## config.mk

```make
export PLATFORM = sky130hd
export DESIGN_NAME = reg_writeback_flat
export DESIGN_NICKNAME = d
export VERILOG_FILES = /design/src/rtl/reg_writeback_pkg.sv /design/src/rtl/reg_writeback_if.sv /design/src/rtl/reg_writeback_wb_fifo.sv /design/src/rtl/reg_writeback.sv /design/src/flat_wrapper.sv
export SDC_FILE = /design/constraint.sdc
export NUM_CORES = 1
export LEC_CHECK = 0
export ABC_AREA = 1
export BUFFER_PORTS_ARGS = -buffer_cell sky130_fd_sc_hd__buf_2
export CAP_MARGIN = 40
export CORE_MARGIN = 2
export CORE_UTILIZATION = 40
export DETAILED_ROUTE_END_ITERATION = 10
export PLACE_DENSITY = 0.57
export SLEW_MARGIN = 15
export SYNTH_ARGS = -nofsm -noshare
export SYNTH_HDL_FRONTEND = slang
export SYNTH_SLANG_ARGS = --single-unit
```

## constraint.sdc

```tcl
create_clock -name clk -period 5.9 [get_ports clk]
set_clock_uncertainty 0.1 [all_clocks]
set_input_delay 1.18 -clock clk [delete_from_list [all_inputs] [get_ports clk]]
set_output_delay 1.18 -clock clk [all_outputs]
set_load 0.01 [all_outputs]
```

## src/rtl/reg_writeback_pkg.sv

```systemverilog
// Shared types and sizes for the writeback unit and its result queue.
package reg_writeback_pkg;

  localparam int REG_AW   = 4;
  localparam int DATA_W   = 32;
  localparam int NUM_REGS = 16;

  typedef struct packed {
    logic [REG_AW-1:0] rd;
    logic [DATA_W-1:0] data;
  } wb_entry_t;

endpackage

```

## src/rtl/reg_writeback_if.sv

```systemverilog
// Result sources, issue-stage scoreboard port and register-file write port.
interface reg_writeback_if
  import reg_writeback_pkg::*;
#(
  parameter int DEPTH = 4
) ();

  localparam int CW = $clog2(DEPTH) + 1;

  logic              alu_valid;
  logic [REG_AW-1:0] alu_rd;
  logic [DATA_W-1:0] alu_data;
  logic              alu_ready;

  logic              ld_valid;
  logic [REG_AW-1:0] ld_rd;
  logic [DATA_W-1:0] ld_data;
  logic              ld_ready;

  logic              iss_valid;
  logic [REG_AW-1:0] iss_rd;
  logic [NUM_REGS-1:0] busy;

  logic              write;
  logic [REG_AW-1:0] addrw;
  logic [DATA_W-1:0] datain;
  logic [CW-1:0]     wb_count;

  // Upstream stages and the register file.
  modport master (
    output alu_valid, alu_rd, alu_data, ld_valid, ld_rd, ld_data, iss_valid, iss_rd,
    input  alu_ready, ld_ready, busy, write, addrw, datain, wb_count
  );

  // The writeback unit.
  modport slave (
    input  alu_valid, alu_rd, alu_data, ld_valid, ld_rd, ld_data, iss_valid, iss_rd,
    output alu_ready, ld_ready, busy, write, addrw, datain, wb_count
  );

endinterface

```

## src/rtl/reg_writeback_wb_fifo.sv

```systemverilog
// In-order result queue: two write ports (port 0 older than port 1), one read port.
module wb_fifo
  import reg_writeback_pkg::*;
#(
  parameter int DEPTH = 4
) (
  input  logic                       clk,
  input  logic                       rst,
  input  logic                       push0,
  input  wb_entry_t                  push0_data,
  input  logic                       push1,
  input  wb_entry_t                  push1_data,
  input  logic                       pop,
  output wb_entry_t                  head,
  output logic                       empty,
  output logic [$clog2(DEPTH):0]     count
);

  localparam int AW = $clog2(DEPTH);

  wb_entry_t     mem [DEPTH];
  logic [AW-1:0] wr_ptr;
  logic [AW-1:0] rd_ptr;
  logic [AW-1:0] wr_ptr_b;
  logic [AW:0]   cnt;

  // Second write lands behind the first when both ports fire.
  assign wr_ptr_b = push0 ? wr_ptr + AW'(1) : wr_ptr;

  // NOTE: storage has no reset; entries are only read once the pointers say they are valid.
  always_ff @(posedge clk) begin
    if (push0) mem[wr_ptr]   <= push0_data;
    if (push1) mem[wr_ptr_b] <= push1_data;
  end

  // NOTE: sequential state uses non-blocking assignments so every flop samples pre-edge values.
  always_ff @(posedge clk or negedge rst) begin
    if (!rst) begin
      wr_ptr <= '0;
      rd_ptr <= '0;
      cnt    <= '0;
    end else begin
      wr_ptr <= wr_ptr + AW'(push0) + AW'(push1);
      rd_ptr <= rd_ptr + AW'(pop);
      cnt    <= cnt + (AW+1)'(push0) + (AW+1)'(push1) - (AW+1)'(pop);
    end
  end

  assign head  = mem[rd_ptr];
  assign empty = (cnt == '0);
  assign count = cnt;

endmodule

```

## src/rtl/reg_writeback.sv

```systemverilog
// Writeback unit: merges ALU and load results into one registered register-file
// write per cycle, queues contending results in order, and tracks busy registers.
module reg_writeback
  import reg_writeback_pkg::*;
#(
  parameter int DEPTH = 4
) (
  input  logic           clk,
  input  logic           rst,
  reg_writeback_if.slave bus
);

  localparam int CW = $clog2(DEPTH) + 1;

  logic [CW-1:0]       count;
  logic                fifo_empty;
  wb_entry_t           head;
  logic                ready;
  logic                alu_acc;
  logic                ld_acc;
  wb_entry_t           alu_e;
  wb_entry_t           ld_e;

  logic                cand_valid;
  wb_entry_t           cand;
  logic                pop;
  logic                push0;
  logic                push1;
  wb_entry_t           push0_data;
  wb_entry_t           push1_data;

  logic                write_q;
  logic [REG_AW-1:0]   addrw_q;
  logic [DATA_W-1:0]   datain_q;
  logic [NUM_REGS-1:0] busy_q;
  logic [NUM_REGS-1:0] busy_next;

  // Threshold leaves room for two enqueues, so the queue can never overflow.
  assign ready   = (count <= CW'(DEPTH - 2));
  assign alu_acc = bus.alu_valid & ready;
  assign ld_acc  = bus.ld_valid & ready;
  assign alu_e   = '{rd: bus.alu_rd, data: bus.alu_data};
  assign ld_e    = '{rd: bus.ld_rd,  data: bus.ld_data};

  // Oldest first: queue head, then this cycle's ALU result, then its load result.
  // NOTE: every always_comb output gets a default first so no path can infer a latch.
  always_comb begin
    cand_valid = 1'b0;
    cand       = '0;
    pop        = 1'b0;
    push0      = 1'b0;
    push0_data = '0;
    push1      = 1'b0;
    push1_data = '0;
    if (!fifo_empty) begin
      cand_valid = 1'b1;
      cand       = head;
      pop        = 1'b1;
      push0      = alu_acc | ld_acc;
      push0_data = alu_acc ? alu_e : ld_e;
      push1      = alu_acc & ld_acc;
      push1_data = ld_e;
    end else if (alu_acc) begin
      cand_valid = 1'b1;
      cand       = alu_e;
      push0      = ld_acc;
      push0_data = ld_e;
    end else if (ld_acc) begin
      cand_valid = 1'b1;
      cand       = ld_e;
    end
  end

  wb_fifo #(.DEPTH(DEPTH)) u_fifo (
    .clk        (clk),
    .rst        (rst),
    .push0      (push0),
    .push0_data (push0_data),
    .push1      (push1),
    .push1_data (push1_data),
    .pop        (pop),
    .head       (head),
    .empty      (fifo_empty),
    .count      (count)
  );

  // Address and data hold their last written value while idle.
  always_ff @(posedge clk or negedge rst) begin
    if (!rst) begin
      write_q  <= 1'b0;
      addrw_q  <= '0;
      datain_q <= '0;
    end else begin
      write_q <= cand_valid;
      if (cand_valid) begin
        addrw_q  <= cand.rd;
        datain_q <= cand.data;
      end
    end
  end

  // Commit clears first, issue sets after, so a same-edge collision leaves the bit set.
  always_comb begin
    busy_next = busy_q;
    if (write_q)       busy_next[addrw_q]    = 1'b0;
    if (bus.iss_valid) busy_next[bus.iss_rd] = 1'b1;
  end

  always_ff @(posedge clk or negedge rst) begin
    if (!rst) busy_q <= '0;
    else      busy_q <= busy_next;
  end

  assign bus.alu_ready = ready;
  assign bus.ld_ready  = ready;
  assign bus.write     = write_q;
  assign bus.addrw     = addrw_q;
  assign bus.datain    = datain_q;
  assign bus.busy      = busy_q;
  assign bus.wb_count  = count;

endmodule

```

## src/flat_wrapper.sv

```systemverilog
// flat-port wrapper written by rule: the top's interface ports become plain ports
module reg_writeback_flat import reg_writeback_pkg::*;
#(
  parameter int DEPTH = 4
)
  (clk, rst, bus_alu_valid, bus_alu_rd, bus_alu_data, bus_ld_valid, bus_ld_rd, bus_ld_data, bus_iss_valid, bus_iss_rd, bus_alu_ready, bus_ld_ready, bus_busy, bus_write, bus_addrw, bus_datain, bus_wb_count);
  reg_writeback_if #(.DEPTH(DEPTH)) bus_i ();
  input  logic clk;
  input  logic rst;
  input wire logic [$bits(bus_i.alu_valid)-1:0] bus_alu_valid;
  input wire logic [$bits(bus_i.alu_rd)-1:0] bus_alu_rd;
  input wire logic [$bits(bus_i.alu_data)-1:0] bus_alu_data;
  input wire logic [$bits(bus_i.ld_valid)-1:0] bus_ld_valid;
  input wire logic [$bits(bus_i.ld_rd)-1:0] bus_ld_rd;
  input wire logic [$bits(bus_i.ld_data)-1:0] bus_ld_data;
  input wire logic [$bits(bus_i.iss_valid)-1:0] bus_iss_valid;
  input wire logic [$bits(bus_i.iss_rd)-1:0] bus_iss_rd;
  output wire logic [$bits(bus_i.alu_ready)-1:0] bus_alu_ready;
  output wire logic [$bits(bus_i.ld_ready)-1:0] bus_ld_ready;
  output wire logic [$bits(bus_i.busy)-1:0] bus_busy;
  output wire logic [$bits(bus_i.write)-1:0] bus_write;
  output wire logic [$bits(bus_i.addrw)-1:0] bus_addrw;
  output wire logic [$bits(bus_i.datain)-1:0] bus_datain;
  output wire logic [$bits(bus_i.wb_count)-1:0] bus_wb_count;
  assign bus_i.alu_valid = bus_alu_valid;
  assign bus_i.alu_rd = bus_alu_rd;
  assign bus_i.alu_data = bus_alu_data;
  assign bus_i.ld_valid = bus_ld_valid;
  assign bus_i.ld_rd = bus_ld_rd;
  assign bus_i.ld_data = bus_ld_data;
  assign bus_i.iss_valid = bus_iss_valid;
  assign bus_i.iss_rd = bus_iss_rd;
  assign bus_alu_ready = bus_i.alu_ready;
  assign bus_ld_ready = bus_i.ld_ready;
  assign bus_busy = bus_i.busy;
  assign bus_write = bus_i.write;
  assign bus_addrw = bus_i.addrw;
  assign bus_datain = bus_i.datain;
  assign bus_wb_count = bus_i.wb_count;
  reg_writeback #(.DEPTH(DEPTH)) u_core (.clk(clk), .rst(rst), .bus(bus_i));
endmodule
```

==> impl_results.md, run 1 <==
* CTS tree: yes
* RD Place Congestion at 0.819
* Chip height at 174 um
* Overall Power at 7.28 mW
* Fin crit share at 65.7%
* MaxCap Viol Count at 0
* Total GRT Usage at 23.1%
* Worst skew pair latency at 0.51 ns
* Post CTS Setup Buffer Count at 0
* Row cnt at 62
* Slew @ Worst Pin at 0.895 ns
* Mapped Nets at 1558
* Reg2reg start: u_core.u_fifo.count[1]
* EDFF count, synth at ~140
* Antenna Cells at 0
* Final Hold Viols at 0
* CP Data Required Time at 6.05 ns
* Largest net degree at the start of global routing at 74
* CP startpoint: u_core.u_fifo.count[1]
* Vias in the first global route at 10200
* Drt drc at 0
* Worst Setup EP: u_core.u_fifo.mem[0][5]
* Post-synth top flop: edfxtp_1
* Initial antenna violation count at 0
* Critical path peak fanout at 37
* CTS Buffer Depth at 3
* Hold Crit Class: register to register
* Post-synth ARST share at 29.4%
* Final slew viol count at 0
* YS warnings at 0
* Hold buffer count at CTS at 0
* Most instantiated cells after synthesis: nand2_1 (557), nand3_1 (229), edfxtp_1 (144)
* Initial DRC count at 860
* Reg-to-reg critical path endpoint: u_core.u_fifo.mem[0][5]
* Die area at 0.0301 mm^2
* Setup TNS at 0 ns
* Synth top area share at 37.6%
* Post-layout util at 46.1%
* CP Launch Type: register
* Final setup fails at 0
* Final worst slack at 2.02 ns
* Num Clock Sinks at just over 200
* Register area share after synthesis at 50.7%
* Pre-antenna DRT Iters at 5
* Via count at about 10000
* Layout area overhead at 14.2%
* Leakage at 6.18 nW
* Die extent in x at roughly 170 um
* Port Buffer Count at between 100 and 150
* Most common cell in the netlist: nand2_1
* Fillers at 2872
* Status: complete, no violations
* Cts bufs inserted at 24
* Mean Syn Cell Area at about 8 um^2
* Multi-input logic area at 0.00496 mm^2
* Seq cells post-synth at 204
* Rel. slew slack at 40.4%
* Crit end category: register
* Netlist Area Pre-Place at about 0.011 mm^2
* Starting Density at roughly two fifths
* Hpwl dp at approximately 21000 um
* Via density at 5.34
* Data arrival time of the worst path at between 4 and 5 ns
* R2r setup slk at 2.02 ns
* Pwr per Cell Area at about 550 mW/mm^2
* Ports at around 140
* Drt wl/cell at 18.0 um
* Post-synth cell types at 28
* Unrepaired setup endpoints after global routing: no
* H-tree depth at 1
* Post-route ant nets at 0
* Reg2reg path depth at 9
* Setup WS pre-CTS at 1.78 ns
* Fmax at 0.258 GHz
* First-pass GRT wire length at around 55000 um
* Peak VDD IR at 0.000302 V
* Post-synthesis instance total at 1468
* Root buffer cell: clkbuf_16
* Placeable Area at ~0.028 mm^2
* FF+latch area at slightly below 0.006 mm^2
* Nets at ~1600
* Clock transition at path regs at 0.06 ns
* Min Clock Period, post-route at 3.88 ns
* Layout cells sized above 1 at 13.9%
* Synth top area cells: edfxtp_1 (38%), nand2_1 (18%), dfrtp_1 (13%)
* WS Path Type: register to register
* GRT overflow at 0
* WL final at 35100 um
* Post-cts repair resize count at 0
* Leading area contributor after synthesis: edfxtp_1
-- placed cells by master (no fill, tap or decap), types with 25 or more instances in the layout --
cell and count:
edfxtp_1 144, clkbuf_16 25, buf_2 137, nand3_1 229, nor2_1 141, o32ai_1 34
o21ai_0 69, dfrtp_1 58, nand2_1 550, inv_1 52, o21ai_1 30
-- sequential cells by signal (all words and copies together) (netlist names) --
name / count
u_core.bus.addrw: 4
u_core.bus.busy: 16
u_core.bus.datain: 32
u_core.bus.write: 1
u_core.u_fifo.count: 3
u_core.u_fifo.mem: 144
u_core.u_fifo.rd_ptr: 2
u_core.u_fifo.wr_ptr: 2
-- worst min path at each step --
| stage | startpoint | end | slack [ns] | cells past startpoint |
|---|---|---|---|---|
| floorplan | u_core.u_fifo.rd_ptr[0] | u_core.u_fifo.rd_ptr[0] | 0.38 | 1 |
| global placement | u_core.bus.datain[28] | u_core.bus.datain[28] | 0.38 | 2 |
| detailed placement | u_core.bus.datain[27] | u_core.bus.datain[27] | 0.38 | 2 |
| CTS | u_core.bus.datain[27] | u_core.bus.datain[27] | 0.39 | 2 |
| global route | u_core.bus.datain[27] | u_core.bus.datain[27] | 0.41 | 2 |
| finish | u_core.bus.datain[28] | u_core.bus.datain[28] | 0.39 | 2 |
-- worst max-delay path, cell delays in order (launching register included) --
cell,delay (ns)
dfrtp_1,0.40
inv_2,0.11
nand3_4,0.33
inv_2,0.60
nand4_1,0.28
nand3_1,0.16
nand2_2,0.10
nand2_4,0.44
nand2_2,0.64
buf_4,0.43
-- area by class of cell --
type	instances	share of cell area, %
clock buffers	34	5.10
clock inverters	10	0.553
inverters	61	1.74
multi-input cells	1102	37.8
flip-flops and latches	204	44.4
well taps	384	3.66
repair buffers	159	6.79
-- report_power, final --
part | switching, mW | total, mW | leakage (nW) | internal, mW
logic | 2.44 | 3.43 | 3.78 | 0.990
clock network | 0.590 | 1.42 | 0.366 | 0.832
registers | 0.215 | 2.42 | 2.03 | 2.21
-- stage by stage --
stage,std cells,hold WS [ns],area (um^2)
3_3_place_gp,1908,0.378,12300
3_5_place_dp,1910,0.376,12400
6_report,1954,0.389,13100
5_1_grt,1954,0.409,13100
2_1_floorplan,1468,0.377,11500
4_1_cts,1954,0.394,13100
-- kinds of logic (layout without fill, tap and decap cells) --
kind of cell | after synthesis | in the layout | synth area share, %
fa+ha+maj | 9 | 9 | 1.05
xor+xnor | 3 | 3 | 0.229
mux | 2 | 2 | 0.174
simple gates | 939 | 939 | 33.5
buf+inv | 162 | 264 | 6.40
flops | 204 | 204 | 50.7
compound gates | 149 | 149 | 7.93
-- routing by layer --
layer,global-route usage (%),vias up,share of wire [%]
met4,5.37,0,1.6
met1,30.4,4958,43
li1,-,5085,-
met3,3.03,48,6.4
met2,40.5,338,49
met5,0,-,0
No activity file was read; power rests on OpenSTA's default activity.
==> run 2, diff against run 1 <==
==> constraint.sdc (replaced) <==
create_clock -name clk -period 3.61 [get_ports clk]
set_clock_uncertainty 0.1 [all_clocks]
set_input_delay 0.722 -clock clk [delete_from_list [all_inputs] [get_ports clk]]
set_output_delay 0.722 -clock clk [all_outputs]
set_load 0.01 [all_outputs]
==> impl_results.md, run 2 (synthesis gave the netlist of run 1 again) <==
* Cts bufs inserted at 24 (unchanged)
* Num Clock Sinks at 204 (unchanged)
* Status: complete, no violations
* Largest net degree at the start of global routing at 74 (unchanged)
* Crit end category: register
* Most frequent cells in the layout: nand2_1 (550), nand3_1 (229), edfxtp_1 (144), nor2_1 (141), buf_2 (137)
* Hold Crit Class: input pin to async pin
* Crit-path cells: inv_2, nand3_4, inv_2, buf_4, nand2_2, buf_4, o21ai_0, nand2_1, nand2_1
* Fillers at 2847 (-0.87%)
* Post CTS Setup Buffer Count at 0 (unchanged)
* Fmax at 0.319 GHz (+24%)
* RD Place Congestion at 0.817 (-0.24%)
* Pwr per Cell Area at 905 mW/mm^2 (+63%)
* Fin crit share at 86.9% (+21 points)
* Post-route ant nets at 0 (unchanged)
* CP Data Required Time at 3.89 ns (-2.16 ns)
* Final Non-Filler Cells at 1961 (+0.36%)
* Max incr delay on CP at 0.49 ns (-0.15 ns)
* CTS Buffer Depth at 3 (unchanged)
* Pre-antenna DRT Iters at 5 (unchanged)
* Leakage at 6.23 nW (+0.90%)
* R2r setup slk at 0.47 ns (-1.55 ns)
* Initial antenna violation count at 0 (unchanged)
* WS Path Type: register to register
* Most common cell after layout, fill and taps aside: nand2_1
* CP Launch Type: register
* Hpwl dp at 20400 um (-1.0%)
* DP Area at 0.0125 mm^2 (+0.61%)
* CTS tree: yes
* Final Instance Area at 0.0133 mm^2 (+1.0%)
* Peak VDD IR at 0.000580 V (+92%)
* Vias in the first global route at 10100 (-0.21%)
* Delay-heaviest family, CP: buffers and inverters
* Die extent in x at 174 um (unchanged)
* Layout cells sized above 1 at 14.3% (+0.45 points)
* H-tree depth at 1 (unchanged)
* Data arrival time of the worst path at 3.42 ns (-0.61 ns)
* Starting Density at 40.4% (unchanged)
* Min Clock Period, post-route at 3.14 ns (-0.739 ns)
* Multi-input logic area at 0.00496 mm^2 (unchanged)
* Worst Path Buf+Inv at 4 (+1)
* Via count at 10500 (+0.24%)
* Worst skew pair latency at 0.52 ns (about the same)
* Drt wl/cell at 17.6 um (-1.8%)
* Reg2reg path depth at 9 (unchanged)
* MaxCap Viol Count at 0 (unchanged)
* Total GRT Usage at 22.8% (-0.29 points)
* Slew @ Worst Pin at 0.847 ns (-0.0472 ns)
* Final slew viol count at 0 (unchanged)
* Clock transition at path regs at 0.06 ns (about the same)
* Placeable Area at 0.0285 mm^2 (unchanged)
* Reg-to-reg critical path endpoint: u_core.u_fifo.mem[1][4]
* Row cnt at 62 (unchanged)
* Reg2reg start: u_core.u_fifo.count[1]
* Root buffer cell: clkbuf_16
* Most flops, register: u_core.u_fifo.mem
* Max reg flops at 144 (unchanged)
* Drt drc at 0 (unchanged)
* Layout area overhead at 15.4%
* Slowest-stage cell, CP: buf_4
* Antenna Cells at 0 (unchanged)
* Chip height at 174 um (unchanged)
* Nets at 1649 (+0.43%)
* Rel. slew slack at 43.5% (+3.1 points)
* Hold buffer count at CTS at 0 (unchanged)
* Final setup fails at 0 (unchanged)
* Unrepaired setup endpoints after global routing: no
* FF+latch area at 0.00583 mm^2 (unchanged)
* Ports at 139 (unchanged)
* Initial DRC count at 901 (+4.8%)
* Critical path peak fanout at 42 (+14%)
* Post-cts repair resize count at 0 (unchanged)
* Port Buffer Count at 138 (unchanged)
* WL final at 34600 um (-1.5%)
* Die area at 0.0301 mm^2 (unchanged)
* First-pass GRT wire length at 54900 um (-0.92%)
* Setup TNS at 0 ns (unchanged)
* Final Hold Viols at 0 (unchanged)
* Final hold slack at 0.0132 ns (-0.376 ns)
* Via density at 5.33 (-0.12%)
* GRT overflow at 0 (unchanged)
* Placed cell count at 1916 (+0.31%)
[run 2: cell type report]
| type | instances | area share [%] |
|---|---|---|
| sequential | 204 | 44.0 |
| multi-input combinational | 1102 | 37.4 |
| timing repair buffer | 166 | 7.44 |
| clock buffer | 42 | 5.81 |
| tap | 384 | 3.62 |
| inverter | 61 | 1.73 |
| clock inverter | 2 | 0.0661 |
[run 2: metal layers]
layer | up-vias | routed length, um | track usage [%]
met5 | - | 0 | 0
met4 | 0 | 694 | 6.11
met3 | 52 | 2190 | 2.54
met2 | 366 | 16700 | 39.3
met1 | 4943 | 15000 | 30.5
li1 | 5093 | - | -
[run 2: worst max path at each step]
stage / startpoint / to / slack (ns) / cells after the start
6_report: u_core.u_fifo.count[1] / u_core.u_fifo.mem[1][4] / 0.47 / 9
5_1_grt: u_core.u_fifo.count[1] / u_core.u_fifo.mem[2][3] / 0.16 / 9
4_1_cts: u_core.u_fifo.count[1] / u_core.u_fifo.mem[1][2] / 0.46 / 9
3_5_place_dp: u_core.u_fifo.count[1] / u_core.u_fifo.mem[1][2] / 0.47 / 9
3_3_place_gp: u_core.u_fifo.count[1] / u_core.u_fifo.mem[1][3] / 0.53 / 9
2_1_floorplan: u_core.u_fifo.count[1] / u_core.u_fifo.mem[2][0] / 0.67 / 13
[run 2: worst register-to-register path, stage by stage, from the launching register on]
cell,delay [ns]
dfrtp_1,0.40
inv_2,0.11
nand3_4,0.32
inv_2,0.19
buf_4,0.49
nand2_2,0.44
buf_4,0.34
o21ai_0,0.43
nand2_1,0.10
nand2_1,0.08
[run 2: power breakdown]
group	internal (mW)	switching (mW)	leakage [nW]	total, mW
combinational	1.69	3.98	3.82	5.67
clock	1.44	0.955	0.381	2.39
sequential	3.60	0.332	2.03	3.94
[run 2: through the flow]
| stage | setup slack [ns] | total power [mW] | util, % |
|---|---|---|---|
| floorplan | 0.673 | 7.87 | - |
| detailed placement | 0.470 | 9.64 | 43.8 |
| CTS | 0.465 | 12.1 | 46.5 |
| finish | 0.471 | 12.0 | 46.6 |
| global placement | 0.528 | 9.56 | 43.7 |
| global route | 0.157 | 12.9 | 46.6 |
